**src/rtl/sub20win_pipe_pkg.sv**
```systemverilog
// rtl/sub20win_pipe_pkg.sv - shared widths and types for the 20-bit window subtractor
// Optional feature macro used by the top: SUB20WIN_SAT_EN
package sub20win_pkg;

   localparam int WIDTH_DEF = 19;
   localparam int LO_W_DEF  = 10;
   localparam int HI_W      = WIDTH_DEF + 1 - LO_W_DEF;

   typedef logic [WIDTH_DEF:0] word_t;

   typedef struct packed {
      logic [LO_W_DEF-1:0] lo_diff;
      logic                lo_borrow;
      logic [HI_W-1:0]     a_hi;
      logic [HI_W-1:0]     b_hi;
   } s1_t;

endpackage

```
**src/rtl/sub20win_pipe_if.sv**
```systemverilog
// rtl/sub20win_pipe_if.sv - operand/result stream bundle with valid/ready handshakes
interface sub20win_pipe_if #(
   parameter int WIDTH = sub20win_pkg::WIDTH_DEF
);

   logic             in_valid;
   logic             in_ready;
   logic [WIDTH:0]   A;
   logic [WIDTH:0]   B;
   logic             out_valid;
   logic             out_ready;
   logic [WIDTH:0]   out;
   logic             borrow;

   modport slave (
      input  in_valid, A, B, out_ready,
      output in_ready, out_valid, out, borrow
   );

   modport master (
      output in_valid, A, B, out_ready,
      input  in_ready, out_valid, out, borrow
   );

endinterface

```
**src/rtl/sub20win_pipe_sub_slice.sv**
```systemverilog
// rtl/sub20win_pipe_sub_slice.sv - N-bit ripple-borrow subtract slice, d = a - b - bin
module sub_slice #(
   parameter int N = 10
) (
   input  logic [N-1:0] a,
   input  logic [N-1:0] b,
   input  logic         bin,
   output logic [N-1:0] d,
   output logic         bout
);

   logic [N:0] bw;

   always_comb begin
      bw    = '0;
      d     = '0;
      bw[0] = bin;
      for (int i = 0; i < N; i++) begin
         d[i]    = a[i] ^ b[i] ^ bw[i];
         bw[i+1] = (~a[i] & b[i]) | (~(a[i] ^ b[i]) & bw[i]);
      end
      bout = bw[N];
   end

endmodule

```
**src/rtl/sub20win_pipe.sv**
```systemverilog
// rtl/sub20win_pipe.sv - two-stage pipelined 20-bit subtractor, low slice then high slice
// SUB20WIN_SAT_EN: clamp an underflowing result to zero (borrow still reported)
module sub20win_pipe
   import sub20win_pkg::*;
(
   input  logic            clk,
   input  logic            rst,
   sub20win_pipe_if.slave  bus
);

   s1_t   s1_q, s1_d;
   word_t out_q, out_d;
   logic  s1_valid_q, s1_valid_d;
   logic  s2_valid_q, s2_valid_d;
   logic  borrow_q, borrow_d;

   logic                lo_bout, hi_bout;
   logic [LO_W_DEF-1:0] lo_d;
   logic [HI_W-1:0]     hi_d;
   logic                s2_adv, in_ready, accept;
   word_t               res;

   sub_slice #(.N(LO_W_DEF)) u_lo (
      .a    (bus.A[LO_W_DEF-1:0]),
      .b    (bus.B[LO_W_DEF-1:0]),
      .bin  (1'b0),
      .d    (lo_d),
      .bout (lo_bout)
   );

   sub_slice #(.N(HI_W)) u_hi (
      .a    (s1_q.a_hi),
      .b    (s1_q.b_hi),
      .bin  (s1_q.lo_borrow),
      .d    (hi_d),
      .bout (hi_bout)
   );

   always_comb begin
      s2_adv     = s1_valid_q & (~s2_valid_q | bus.out_ready);
      in_ready   = ~s1_valid_q | s2_adv;
      accept     = bus.in_valid & in_ready;
      s1_d       = s1_q;
      s1_valid_d = s1_valid_q;
      out_d      = out_q;
      borrow_d   = borrow_q;
      s2_valid_d = s2_valid_q;
      res        = {hi_d, s1_q.lo_diff};
`ifdef SUB20WIN_SAT_EN
      if (hi_bout) res = '0;
`endif
      if (accept) begin
         s1_d.lo_diff   = lo_d;
         s1_d.lo_borrow = lo_bout;
         s1_d.a_hi      = bus.A[WIDTH_DEF:LO_W_DEF];
         s1_d.b_hi      = bus.B[WIDTH_DEF:LO_W_DEF];
         s1_valid_d     = 1'b1;
      end else if (s2_adv) begin
         s1_valid_d = 1'b0;
      end
      // Stage 2 reloads on advance; otherwise it empties only when the result is taken
      if (s2_adv) begin
         out_d      = res;
         borrow_d   = hi_bout;
         s2_valid_d = 1'b1;
      end else if (bus.out_ready) begin
         s2_valid_d = 1'b0;
      end
   end

   always_ff @(posedge clk or posedge rst) begin
      if (rst) begin
         s1_q       <= '0;
         s1_valid_q <= 1'b0;
         out_q      <= '0;
         borrow_q   <= 1'b0;
         s2_valid_q <= 1'b0;
      end else begin
         s1_q       <= s1_d;
         s1_valid_q <= s1_valid_d;
         out_q      <= out_d;
         borrow_q   <= borrow_d;
         s2_valid_q <= s2_valid_d;
      end
   end

   assign bus.in_ready  = in_ready;
   assign bus.out_valid = s2_valid_q;
   assign bus.out       = out_q;
   assign bus.borrow    = borrow_q;

endmodule
```
**src/flat_wrapper.sv**
```systemverilog
// flat-port wrapper written by rule: the top's interface ports become plain ports
module sub20win_pipe_flat import sub20win_pkg::*;
  (clk, rst, bus_in_valid, bus_A, bus_B, bus_out_ready, bus_in_ready, bus_out_valid, bus_out, bus_borrow);
  sub20win_pipe_if bus_i ();
  input  logic clk;
  input  logic rst;
  input wire logic [$bits(bus_i.in_valid)-1:0] bus_in_valid;
  input wire logic [$bits(bus_i.A)-1:0] bus_A;
  input wire logic [$bits(bus_i.B)-1:0] bus_B;
  input wire logic [$bits(bus_i.out_ready)-1:0] bus_out_ready;
  output wire logic [$bits(bus_i.in_ready)-1:0] bus_in_ready;
  output wire logic [$bits(bus_i.out_valid)-1:0] bus_out_valid;
  output wire logic [$bits(bus_i.out)-1:0] bus_out;
  output wire logic [$bits(bus_i.borrow)-1:0] bus_borrow;
  assign bus_i.in_valid = bus_in_valid;
  assign bus_i.A = bus_A;
  assign bus_i.B = bus_B;
  assign bus_i.out_ready = bus_out_ready;
  assign bus_in_ready = bus_i.in_ready;
  assign bus_out_valid = bus_i.out_valid;
  assign bus_out = bus_i.out;
  assign bus_borrow = bus_i.borrow;
  sub20win_pipe u_core (.clk(clk), .rst(rst), .bus(bus_i));
endmodule
```
**config.mk**
```make
export PLATFORM = sky130hd
export DESIGN_NAME = sub20win_pipe_flat
export DESIGN_NICKNAME = d
export VERILOG_FILES = /design/src/rtl/sub20win_pipe_pkg.sv /design/src/rtl/sub20win_pipe_if.sv /design/src/rtl/sub20win_pipe_sub_slice.sv /design/src/rtl/sub20win_pipe.sv /design/src/flat_wrapper.sv
export SDC_FILE = /design/constraint.sdc
export NUM_CORES = 1
export LEC_CHECK = 0
export CAP_MARGIN = 20
export CELL_PAD_IN_SITES_DETAIL_PLACEMENT = 1
export CELL_PAD_IN_SITES_GLOBAL_PLACEMENT = 2
export CORE_UTILIZATION = 37
export DETAILED_ROUTE_END_ITERATION = 8
export PLACE_DENSITY = 0.9
export SKIP_CTS_REPAIR_TIMING = 1
export SLEW_MARGIN = 20
export SYNTH_ARGS = -nofsm -noshare
export SYNTH_HDL_FRONTEND = slang
export SYNTH_HIERARCHICAL = 1
export SYNTH_SLANG_ARGS = --single-unit
```
**constraint.sdc**
```tcl
create_clock -name clk -period 8.4 [get_ports clk]
set_input_delay 1.26 -clock clk [delete_from_list [all_inputs] [get_ports clk]]
set_output_delay 1.26 -clock clk [all_outputs]
set_load 0.005 [all_outputs]
```
==> results of run 1 <==
-- cells in the final DEF (no fill, tap or decap) --
cell / n
buf_4: 1
inv_1: 44
or2b_2: 1
fa_1: 20
clkbuf_8: 6
nand2_4: 1
or2b_1: 1
nand2b_1: 1
clkbuf_1: 1
dfrtp_1: 54
clkdlybuf4s50_1: 66
conb_1: 1
nand2_2: 1
mux2_2: 22
inv_2: 1
mux2_4: 30
clkinv_2: 1
nand3b_4: 1
-- flip-flops by register name, indices dropped and copies added (netlist names) --
signal / flops
u_core/bus.borrow: 1
u_core/bus.out: 20
u_core/bus.out_valid: 1
u_core/res: 10
u_core/s1_q: 21
u_core/s1_valid_q: 1
-- layout make-up --
| type | count | area (um2) | area share |
|---|---|---|---|
| multi-input combinational | 79 | 1160 | 0.326 |
| tap | 99 | 124 | 0.0347 |
| clock buffer | 7 | 86.3 | 0.0242 |
| sequential | 54 | 1350 | 0.379 |
| clock inverter | 1 | 5.00 | 0.00140 |
| inverter | 45 | 169 | 0.0474 |
| timing repair buffer | 67 | 668 | 0.187 |
-- report_power, final --
| part | leakage (nW) | internal, mW | total (mW) | switching [mW] |
|---|---|---|---|---|
| registers | 0.629 | 0.336 | 0.377 | 0.0416 |
| clock network | 0.0482 | 0.0667 | 0.146 | 0.0792 |
| logic | 1.02 | 0.201 | 0.299 | 0.0979 |
| total | 1.70 | 0.603 | 0.822 | 0.219 |
-- stage by stage --
step / utilization / power [mW] / std cells / setup WS [ns] / area, um2
3_3_place_gp: 0.479 / 0.673 / 344 / 2.46 / 3470
2_1_floorplan: - / 0.537 / 183 / 3.04 / 2770
5_1_grt: 0.492 / 0.883 / 352 / 2.58 / 3570
3_5_place_dp: 0.479 / 0.691 / 344 / 2.37 / 3470
4_1_cts: 0.492 / 0.842 / 352 / 2.69 / 3570
6_report: 0.492 / 0.822 / 352 / 2.73 / 3570
-- worst register-to-register path: stages (launching register included) --
cell	delay (ns)
dfrtp_1	0.42
inv_1	0.08
fa_1	0.18
inv_1	0.05
fa_1	0.39
fa_1	0.40
fa_1	0.41
fa_1	0.40
fa_1	0.41
fa_1	0.39
fa_1	0.39
fa_1	0.38
inv_1	0.09
fa_1	0.41
mux2_2	0.26
-- routing by layer --
metal  global-route usage  wire length, um  up-vias  share of wire
met5                    0                0        -              0
met1                0.167             2070      774           0.42
li1                     -                -      688              -
met2                0.238             2480       48           0.51
met3               0.0382              298        5          0.061
met4               0.0352               47        0         0.0096
-- cells by family after synthesis --
group                      Yosys count  share of synthesized area
DFF                                 54                      0.489
muxes                               52                      0.252
buffers and inverters               50                     0.0909
adders and majority gates           20                      0.145
and+or+nand+nor                      6                     0.0217
other                                1                    0.00136
-- how the worst min path moves through the flow --
stage / to / slack (ns) / cells after the start
6_report: u_core/bus.out[13]$_DFFE_PP0P_ / 0.51 / 1
5_1_grt: u_core/bus.out[10]$_DFFE_PP0P_ / 0.54 / 1
4_1_cts: u_core/bus.out[13]$_DFFE_PP0P_ / 0.51 / 1
3_5_place_dp: u_core/bus.out[8]$_DFFE_PP0P_ / 0.49 / 1
3_3_place_gp: u_core/bus.out[14]$_DFFE_PP0P_ / 0.49 / 1
2_1_floorplan: u_core/bus.out[8]$_DFFE_PP0P_ / 0.47 / 1
==> reports/results.ini, run 1 <==
[status]
outcome = completed

[critical_path]
cp_slowest_cell = clkdlybuf4s50_1
startpoint_type = primary input
critPathMaxFanout = 1
rr_startpoint = u_core/s1_q[20]$_DFFE_PP0P_
cpMostUsedCell = fa_1
worstSetupEndpoint = u_core/res[9]$_DFFE_PP0P_
critPathMaxStageDelay_ns = 0.49
cp.arrival_ns = 5.86
cp_top_family = adder cells
critical_path_class = primary input to flop
reg2regPathDepth = 14
path_cells = clkdlybuf4s50_1, fa_1, inv_1, fa_1, fa_1, fa_1, fa_1, fa_1, fa_1, fa_1, fa_1, inv_1, fa_1, mux2_4
r2r_end = u_core/bus.out[19]$_DFFE_PP0P_
cp.required_ns = 8.59
cp.depth = 14
end_kind = flop
reg2reg_slack_ns = 3.66
startpoint = bus_A[0]
cp.buffers_inverters = 3

[drt]
wire_per_inst_um = 13.9
drc = 0
routed_wirelength_um = 4900
drtIter0Drc = 15
via_per_inst = 4.30
ant_nets = 0
drt_pass1_iterations = 4
num_vias = 1515

[placement]
io_buffers = 66
post-dp-hpwl_um = 3570
gp_congestion = 0.653

[timing]
hold_slack_ns = 0.507
hold_violations = 0
setup_viol = 0
finalSetupTns_ns = 0
period_share = 0.675
grt_setup_unrepaired = no
maxSlewViolCount = 0
fmax_mhz = 176
clock_skew_ns = 0.00833
worst_pin_slew_ns = 0.685
layout_min_cycle_time_ns = 5.67
relSlewSlack = 0.543

[cts]
cts_made_buffers = 5
clock_path_buffers = 2
cts_sinks = 54
cts_root_buf = clkbuf_8
cts_tree = yes
cts.htree.levels = 2
clk_latency_ns = 0.30
path_clk_slew_ns = 0.09

[synth]
synth_top_area_share = 0.489
synth_most_common_cell = dfrtp_1
synth_area_leader_cell = dfrtp_1
synth_area_per_cell_um2 = 15.1
syn_area_mm2 = 0.00277
yosysUniqueCellTypes = 14
ys_seq_area_frac = 0.489
synth_flop_cell = dfrtp_1
synth-seq-cells = 54
async_flop_share = 1.00
syn_nets = 247
netlist_top_cells_area = dfrtp_1, mux2_4, fa_1, mux2_2, inv_1
post_synth_inst_count = 183
ys_warn_count = 6
yosys-top-cells-count = dfrtp_1, inv_1, mux2_4
synth_edf_count = 0

[power_and_ir_drop]
power.density_mw_per_mm2 = 230
ir_worst_vdd_mv = 0.0724
power_leakage_nw = 1.70

[die]
core_area_mm2 = 0.00725
rows = 31
die_h_um = 88.5
die_area_mm2 = 0.00782
ios = 67
dieWidth_um = 88.5
initial_utilization = 0.381

[job]
cap_violations = 0

[grt]
first_global_vias = 1675
grt_overflow_total = 0
antenna_found_initial = 0
grt_first_pass_wirelength_um = 7890
track_usage = 0.136
grt_max_degree = 55

[finish]
final_nets = 316
num_antenna_cells = 0
syn2layout_area_growth_pct = 29.0
fillCellCount = 744
drive_gt1_frac = 0.257

[min_path]
hold_class = flop to flop
hp-start = u_core/bus.out[13]$_DFFE_PP0P_

Note: power is estimated with default switching activity, not from simulation.
==> run 2, diff against run 1 <==
CORE_UTILIZATION = 34   (was 37)
PLACE_DENSITY = 0.84   (was 0.9)
clock period = 5.3 ns   (was 8.4 ns; I/O delays follow)
==> run 2 against run 1 <==
  * Design area rose by 0.25%
  * Sequential share of layout area fell by 0.093 points
  * Via count rose by 0.40%
  * Global-route usage fell by 0.46 points
  * Combinational power rose by 58%
  * Die area rose by 8.6%
  * Non-clock buffer count did not move
  * Total power rose by 59%
  * Final cell count rose by 0.85%
==> reports/results.ini, run 2 (same netlist as run 1, synthesis figures left out) <==
[placement]
io_buffers = 66
gp_congestion = 0.652
dp_cells = 347
post-dp-hpwl_um = 3630

[cts]
cts.htree.levels = 2
cts_tree = yes
path_clk_slew_ns = 0.09
clock_path_buffers = 2
cts_root_buf = clkbuf_8
clk_latency_ns = 0.31
cts_sinks = 54
cts_made_buffers = 5

[timing]
grt_setup_unrepaired = no
clock_skew_ns = 0.00404
setup_viol = 0
worst_pin_slew_ns = 0.686
hold_violations = 0
layout_min_cycle_time_ns = 5.10
fmax_mhz = 196
relSlewSlack = 0.542
period_share = 0.962
maxSlewViolCount = 0
finalSetupTns_ns = 0
hold_slack_ns = 0.512

[critical_path]
cp_top_family = adder cells
reg2reg_slack_ns = 0.59
path_cells = clkdlybuf4s50_1, fa_1, inv_1, fa_1, fa_1, fa_2, fa_1, fa_2, fa_1, fa_1, fa_1, inv_1, fa_1, mux2_4
cpMostUsedCell = fa_1
critical_path_class = primary input to flop
cp.buffers_inverters = 3
startpoint_type = primary input
cp_slowest_cell = clkdlybuf4s50_1
end_kind = flop
cp.required_ns = 5.50
critPathMaxFanout = 1
cp.arrival_ns = 5.30
critPathMaxStageDelay_ns = 0.50

[finish]
regMostFlops = u_core/s1_q
final_common_cell = clkdlybuf4s50_1
stdcell_count = 355
largest_reg_flops = 21
multi_input_area_mm2 = 0.00117
syn2layout_area_growth_pct = 29.3
num_antenna_cells = 0
fillCellCount = 817
seq_area_mm2 = 0.00135
drive_gt1_frac = 0.265
mostFrequentLayoutCells = clkdlybuf4s50_1, dfrtp_1, inv_1, mux2_4, mux2_2
final_nets = 316

[grt]
grt_max_degree = 55
grt_first_pass_wirelength_um = 8460
antenna_found_initial = 0
grt_overflow_total = 0
track_usage = 0.132
first_global_vias = 1696

[die]
dieWidth_um = 92.2
core_area_mm2 = 0.00781
initial_utilization = 0.354
ios = 67
die_area_mm2 = 0.00850
die_h_um = 92.2
rows = 32

[power_and_ir_drop]
total_power_mw = 1.31
power_leakage_nw = 1.70
ir_worst_vdd_mv = 0.114
netSwitchingFraction = 0.270
pwr-share-seq = 0.458
power.internal_uw = 956
clkPwrFrac = 0.181
combPwrFrac = 0.361
power.density_mw_per_mm2 = 366
p_sw_uw = 353

[drt]
drt_pass1_iterations = 2
ant_nets = 0
routed_wirelength_um = 4990
wire_per_inst_um = 14.0
num_vias = 1521
drc = 0
via_per_inst = 4.28
drtIter0Drc = 46

[min_path]
hold_class = flop to flop

[status]
outcome = completed

[job]
cap_violations = 0

[run 2: cell type report]
class / count / share of cell area
clock inverter: 1 / 0.00140
multi-input combinational: 79 / 0.327
tap: 102 / 0.0357
inverter: 45 / 0.0473
sequential: 54 / 0.378
timing repair buffer: 67 / 0.187
clock buffer: 7 / 0.0242
[run 2: worst register-to-register path, stage by stage (launching register included)]
cell and delay, ns:
dfrtp_1 0.42, inv_1 0.08, fa_1 0.16, inv_1 0.05, fa_1 0.39, fa_1 0.39
fa_1 0.41, fa_1 0.41, fa_1 0.40, fa_1 0.40, fa_1 0.39, fa_1 0.37
inv_1 0.07, fa_1 0.39, mux2_2 0.26
[run 2: through the flow]
step	setup slack (ns)	area, um2	utilization
floorplan	0.405	2770	-
global placement	-0.182	3480	0.446
detailed placement	-0.291	3480	0.446
CTS	0.0513	3570	0.457
global route	0.0399	3570	0.458
finish	0.201	3570	0.458
[run 2: worst paths after layout]
kind,startpoint,endpoint,cells after the start
worst max-delay path,bus_A[0],u_core/res[9]$_DFFE_PP0P_,14
worst min-delay path,u_core/bus.out[18]$_DFFE_PP0P_,u_core/bus.out[18]$_DFFE_PP0P_,1
worst max register to register,u_core/s1_q[20]$_DFFE_PP0P_,u_core/bus.out[19]$_DFFE_PP0P_,14
worst min register to register,u_core/bus.out[18]$_DFFE_PP0P_,u_core/bus.out[18]$_DFFE_PP0P_,1
max in group asynchronous,rst,u_core/bus.out[2]$_DFFE_PP0P_,3
min in group asynchronous,rst,u_core/s1_q[15]$_DFFE_PP0P_,3
[run 2: routing by layer]
| layer | share of wire | global-route usage | routed length (um) | up-vias |
|---|---|---|---|---|
| met3 | 0.055 | 0.0323 | 274 | 8 |
| li1 | - | - | - | 692 |
| met5 | 0 | 0 | 0 | - |
| met4 | 0.012 | 0.0430 | 58 | 0 |
| met1 | 0.45 | 0.169 | 2230 | 774 |
| met2 | 0.48 | 0.218 | 2420 | 47 |
[run 2: power by group through the flow]
stage | registers (mW) | logic [mW] | clock network [mW]
floorplan | 0.602 | 0.249 | 0
global placement | 0.605 | 0.464 | 0
global route | 0.617 | 0.524 | 0.267
CTS | 0.602 | 0.485 | 0.252
detailed placement | 0.610 | 0.482 | 0
finish | 0.600 | 0.472 | 0.237
==> run 3, diff against run 2 <==
SLEW_MARGIN = 10   (was 20)
==> results of run 3 <==
Same layout as run 2: the final DEF is identical, and so are final timing and power.
